<file path="config.mk">
export PLATFORM = sky130hd
export DESIGN_NAME = vga_timing_ctrl
export DESIGN_NICKNAME = d
export VERILOG_FILES = /design/src/rtl/vga_timing_ctrl.sv
export SDC_FILE = /design/constraint.sdc
export NUM_CORES = 1
export LEC_CHECK = 0
export ABC_AREA = 1
export CAP_MARGIN = 25
export CORE_UTILIZATION = 48
export DETAILED_ROUTE_END_ITERATION = 10
export HOLD_SLACK_MARGIN = 0.05
export PLACE_DENSITY = 0.76
export SLEW_MARGIN = 20
export SYNTH_ARGS = -nofsm -noshare
export SYNTH_HDL_FRONTEND = slang
export SYNTH_SLANG_ARGS = --single-unit
</file>
<file path="constraint.sdc">
create_clock -name clk -period 1.6 [get_ports clk]
set_input_delay 0.32 -clock clk [delete_from_list [all_inputs] [get_ports clk]]
set_output_delay 0.32 -clock clk [all_outputs]
set_load 0.01 [all_outputs]
</file>
<file path="src/rtl/vga_timing_ctrl.sv">
`timescale 1ns/1ps
// vga_timing_ctrl: pixel/line counters, sync/blank decode and frame strobes
// for 640x480@60 VGA. Horizontal and vertical phases are tracked by small
// FSMs stepped from the same tick/line-wrap edges that move the counters, so
// phase and counter range always agree.
// Every output is decoded from registered state. pix_tick, line_end and
// frame_end are one-clk strobes that need no handshake: they are valid in the
// cycle they are high, and no ready or back-pressure exists on this block.
module vga_timing_ctrl #(
    parameter int H_ACTIVE = 640,
    parameter int H_FP     = 16,
    parameter int H_SYNC   = 96,
    parameter int H_BP     = 48,
    parameter int V_ACTIVE = 480,
    parameter int V_FP     = 10,
    parameter int V_SYNC   = 2,
    parameter int V_BP     = 33,
    parameter int CLK_DIV  = 1,
    parameter bit SYNC_POL = 1'b0
) (
    input  logic       clk,
    input  logic       reset_n,
    input  logic       enable,
    output logic       pix_tick,
    output logic [9:0] pix_x,
    output logic [9:0] pix_y,
    output logic       hsync,
    output logic       vsync,
    output logic       active,
    output logic       line_end,
    output logic       frame_end,
    output logic [7:0] frame_count
);

    localparam int H_TOTAL = H_ACTIVE + H_FP + H_SYNC + H_BP;
    localparam int V_TOTAL = V_ACTIVE + V_FP + V_SYNC + V_BP;

    // Counters are 10 bits wide; larger totals cannot be represented.
    if (H_TOTAL > 1024 || V_TOTAL > 1024) begin : g_total_overflow
        $error("vga_timing_ctrl: H_TOTAL/V_TOTAL exceed 10-bit counter range");
    end
    if (CLK_DIV < 1 || CLK_DIV > 16) begin : g_clk_div_range
        $error("vga_timing_ctrl: CLK_DIV must be in 1..16");
    end

    // Last count of each phase; a phase ends on the tick at its last count.
    localparam logic [9:0] H_ACT_LAST  = 10'(H_ACTIVE - 1);
    localparam logic [9:0] H_FP_LAST   = 10'(H_ACTIVE + H_FP - 1);
    localparam logic [9:0] H_SYNC_LAST = 10'(H_ACTIVE + H_FP + H_SYNC - 1);
    localparam logic [9:0] H_LAST      = 10'(H_TOTAL - 1);
    localparam logic [9:0] V_ACT_LAST  = 10'(V_ACTIVE - 1);
    localparam logic [9:0] V_FP_LAST   = 10'(V_ACTIVE + V_FP - 1);
    localparam logic [9:0] V_SYNC_LAST = 10'(V_ACTIVE + V_FP + V_SYNC - 1);
    localparam logic [9:0] V_LAST      = 10'(V_TOTAL - 1);
    localparam logic [3:0] DIV_LAST    = 4'(CLK_DIV - 1);

    typedef enum logic [1:0] {
        HS_ACT  = 2'd0,
        HS_FP   = 2'd1,
        HS_SYNC = 2'd2,
        HS_BP   = 2'd3
    } h_state_e;

    typedef enum logic [1:0] {
        VS_ACT  = 2'd0,
        VS_FP   = 2'd1,
        VS_SYNC = 2'd2,
        VS_BP   = 2'd3
    } v_state_e;

    logic       en_q, en_d;
    logic [3:0] div_q, div_d;
    logic [9:0] pix_x_q, pix_x_d;
    logic [9:0] pix_y_q, pix_y_d;
    logic [7:0] frame_count_q, frame_count_d;
    h_state_e   h_state_q, h_state_d;
    v_state_e   v_state_q, v_state_d;

    logic tick_c;
    logic line_end_c;
    logic frame_end_c;

    // Strobes decoded from registered state only.
    assign tick_c      = en_q && (div_q == DIV_LAST);
    assign line_end_c  = tick_c && (pix_x_q == H_LAST);
    assign frame_end_c = line_end_c && (pix_y_q == V_LAST);

    // Divider, pixel/line counters and completed-frame counter.
    always_comb begin
        en_d          = enable;
        div_d         = div_q;
        pix_x_d       = pix_x_q;
        pix_y_d       = pix_y_q;
        frame_count_d = frame_count_q;
        if (en_q) begin
            div_d = (div_q == DIV_LAST) ? 4'd0 : div_q + 4'd1;
        end
        if (tick_c) begin
            pix_x_d = (pix_x_q == H_LAST) ? 10'd0 : pix_x_q + 10'd1;
        end
        if (line_end_c) begin
            pix_y_d = (pix_y_q == V_LAST) ? 10'd0 : pix_y_q + 10'd1;
        end
        if (frame_end_c) begin
            frame_count_d = frame_count_q + 8'd1;
        end
    end

    // Horizontal phase FSM, stepped on pixel ticks.
    always_comb begin
        h_state_d = h_state_q;
        if (tick_c) begin
            case (h_state_q)
                HS_ACT:  if (pix_x_q == H_ACT_LAST)  h_state_d = HS_FP;
                HS_FP:   if (pix_x_q == H_FP_LAST)   h_state_d = HS_SYNC;
                HS_SYNC: if (pix_x_q == H_SYNC_LAST) h_state_d = HS_BP;
                HS_BP:   if (pix_x_q == H_LAST)      h_state_d = HS_ACT;
                default: h_state_d = HS_ACT;
            endcase
        end
    end

    // Vertical phase FSM, stepped only when a line wraps.
    always_comb begin
        v_state_d = v_state_q;
        if (line_end_c) begin
            case (v_state_q)
                VS_ACT:  if (pix_y_q == V_ACT_LAST)  v_state_d = VS_FP;
                VS_FP:   if (pix_y_q == V_FP_LAST)   v_state_d = VS_SYNC;
                VS_SYNC: if (pix_y_q == V_SYNC_LAST) v_state_d = VS_BP;
                VS_BP:   if (pix_y_q == V_LAST)      v_state_d = VS_ACT;
                default: v_state_d = VS_ACT;
            endcase
        end
    end

    // State registers with synchronous active-low reset.
    always_ff @(posedge clk) begin
        if (!reset_n) begin
            en_q          <= 1'b0;
            div_q         <= 4'd0;
            pix_x_q       <= 10'd0;
            pix_y_q       <= 10'd0;
            frame_count_q <= 8'd0;
            h_state_q     <= HS_ACT;
            v_state_q     <= VS_ACT;
        end else begin
            en_q          <= en_d;
            div_q         <= div_d;
            pix_x_q       <= pix_x_d;
            pix_y_q       <= pix_y_d;
            frame_count_q <= frame_count_d;
            h_state_q     <= h_state_d;
            v_state_q     <= v_state_d;
        end
    end

    assign pix_tick    = tick_c;
    assign pix_x       = pix_x_q;
    assign pix_y       = pix_y_q;
    assign hsync       = (h_state_q == HS_SYNC) ? SYNC_POL : ~SYNC_POL;
    assign vsync       = (v_state_q == VS_SYNC) ? SYNC_POL : ~SYNC_POL;
    assign active      = en_q && (h_state_q == HS_ACT) && (v_state_q == VS_ACT);
    assign line_end    = line_end_c;
    assign frame_end   = frame_end_c;
    assign frame_count = frame_count_q;

endmodule

</file>
==> out/summary.txt <==
Final net count: 445
Clk network pwr share: 37.7%
Number of global-route vias before repair: 2345
Grt ovf: 0
Share of layout cells above drive strength 1: 36.92%
Synth area leaders: dfxtp_1, nand2_1, nor2_1
Worst-Skew Late Latency: 0.29 ns
WHS: 0.4979 ns
Site Rows: 24
Commonest cells in the netlist: nand2_1, nor2_1, inv_1
Internal power: 0.001302 W
Final count of pins violating max slew: 0
Global-route wire length before repair: 10.05 mm
Area Growth Syn to Fin: 56.60%
Routed vias/inst: 5.210
Num CTS Buffers: 5
Clock Pin Slew Worst Setup and Hold Paths: 0.08 ns
Syn_nets: 342
Final setup viols: 7
Fmax: 590.0 MHz
Reg power frac: 53.6%
Post-synthesis cell area: 2266 um^2
Post-Syn Area per Cell: 6.994 um^2
Worst EP required: 1.28 ns
Total Routing Usage GR: 25.12%
Sw Pwr: 0.0004407 W
Combinational Power Share: 8.6%
CTS Sinks: 37
Failing checks: design-rule violations, negative setup slack
Yosys cell types: 34
Post-synth top area cell: dfxtp_1
Slew margin rel.: 76.92%
WS Path Type: flop to primary output
Fill count: 279
Minimum clock period: 1.695 ns
EDFF count, synth: 0
Worst Setup Slack, final: -0.09503 ns
Leakage: 1.729 nW
Max incr delay on CP: 0.36 ns
IO buf count: 36
CTS Hold Bufs: 0
Inserted Diodes: 0
Core Area: 4444 um^2
Routed wire per std cell: 14.17 um
Min-delay worst type: flop to flop
Pwr dens: 491.1 nW/um^2
Post-route ant nets: 0
Setup TNS: -0.3566 ns
# DRC: 7
Proportion of netlist area held by the largest area contributor: 32.69%
RSZ-0062 raised after global routing: yes
GR Util met3: 4.416%
Synth warnings: 0
Crit path DAT: 1.38 ns
Peak supply drop: 0.0004937 V
Initial Util: 50.99%
Fin crit share: 105.9%
Worst Path Buf+Inv: 3
WL final: 6.801 mm
H-tree levels: 2
Finished Cell Area: 3548 um^2
CTS tree: built
RePlAce Congestion: 0.8399
Die area: 4999 um^2
Pre-Repair DR Iteration Count: 7
Clk root buf: clkbuf_8
# IOs: 37
Startpoint Class: flop
Max Cap Viol: 0
Post-place instance area: 3069 um^2
CP max FO: 3
Die H: 70.71 um
GRT met2 Usage: 44.02%
Crit end category: primary output
Final setup skew: 0.01058 ns
Tightest Pin Transition: 0.3436 ns
DR vias: 2501
Outcome: finished with violations
Async S/R FF share, synth: 0%
Pin count of the biggest net entering global routing: 13
Die Wd: 70.71 um
Register area: 757.0 um^2
Critical path's slowest cell: dfxtp_2
Initial antenna violation count: 0
Most frequent cell after synthesis: nand2_1
Worst path cell trace: ha_4, nand3_4, inv_4, nand3_4, nor2_8, buf_6, buf_6
Met1 Usage GRT: 29.58%
Top FF cell, synth: dfxtp_1
HPWL Detailed: 4.308 mm
Register area share after synthesis: 32.69%
Hold Violations, Final: 0
Post-synthesis cell count: 324
Max clock buf depth: 2
Cell family with most CP delay: flip-flops
Switch share: 25.29%
Busiest grt layer: met2
#FFs+latches synth: 37
Multi-input gate area: 1564 um^2
DRT iter0 DRCs: 151
-- cell families after synthesis --
logic type | Yosys count | share of synthesized area (%)
AND/OR/NAND/NOR | 175 | 37.60
adder cells (fa/ha/maj) | 15 | 8.283
buffers and inverters | 56 | 10.22
AO/OA/AOI/OAI | 33 | 8.117
XOR/XNOR | 8 | 3.092
flip-flops | 37 | 32.69
-- state kept, by name, indices dropped and copies added (netlist names) --
name         cells
pix_x           10
pix_y           10
frame_count      8
div_q            4
h_state_q        2
v_state_q        2
en_q             1
-- worst reg2reg max path, cell delays in order (launching register included) --
cell	delay (ns)
dfxtp_2	0.33
inv_2	0.07
ha_4	0.16
buf_6	0.10
nand2_4	0.06
nor2_8	0.08
buf_6	0.13
nand4_4	0.15
buf_12	0.20
nor2_4	0.10
nand3_2	0.08
nand2_1	0.07
nor2_1	0.04
-- final cells by class --
type                    count  share of cell area, %
multi-input cells         231                  44.08
clock buffers               6                  2.045
clock inverters             2                 0.2821
repair buffers            101                  24.89
well taps                  52                  1.834
flip-flops and latches     37                  21.33
inverters                  51                  5.536
-- path summary, 6_finish.rpt --
path,slack [ns],startpoint,to,cells after the start
setup / recovery,-0.1,pix_x[0],line_end,7
hold / removal,0.50,frame_count[3],frame_count[3],2
setup reg to reg,-0.07,div_q[1],v_state_q[1],12
hold reg to reg,0.50,frame_count[3],frame_count[3],2
-- power by group through the flow --
stage                     clock network, W  registers, W  logic [W]
after global routing              0.000713      0.000935   0.000163
after floorplan                          0      0.000955  0.0000654
after detailed placement                 0      0.000953   0.000126
after CTS                         0.000660      0.000933   0.000131
after global placement                   0      0.000952   0.000123
final                             0.000658      0.000934   0.000151
-- cells in the final DEF (no fill, tap or decap), types with 11 or more instances in the layout --
cell type / count
nor2_1: 48
a21oi_1: 13
nand2_1: 56
nand3_1: 15
dfxtp_2: 13
buf_4: 57
dlygate4sd2_1: 17
inv_2: 11
inv_1: 38
dfxtp_1: 24
-- what timing repair did --
| action | 4_1_cts | 5_1_grt |
|---|---|---|
| pin swaps | 4 | 23 |
| buffers inserted | 5 | 6 |
| hold endpoints to repair | 0 | 0 |
| gates cloned | 0 | 1 |
| setup endpoints to repair | 40 | 30 |
| resized for setup | 62 | 67 |
-- per-layer routing --
metal,part of all wire [%],vias to the layer above
li1,-,1223
met1,43,1168
met2,51,93
met3,4.2,17
met4,2.5,0
met5,0,-
-- through the flow --
stage	setup slack, ns	instances	util [%]	power (W)
after floorplan	0.04786	324	-	0.001020
after global placement	-0.2724	461	69.06	0.001075
after detailed placement	-0.3138	461	69.06	0.001079
after CTS	-0.1185	474	72.97	0.001724
after global routing	-0.1630	480	79.84	0.001811
final	-0.09503	480	79.84	0.001743
Power figures use the tool's default switching activity.
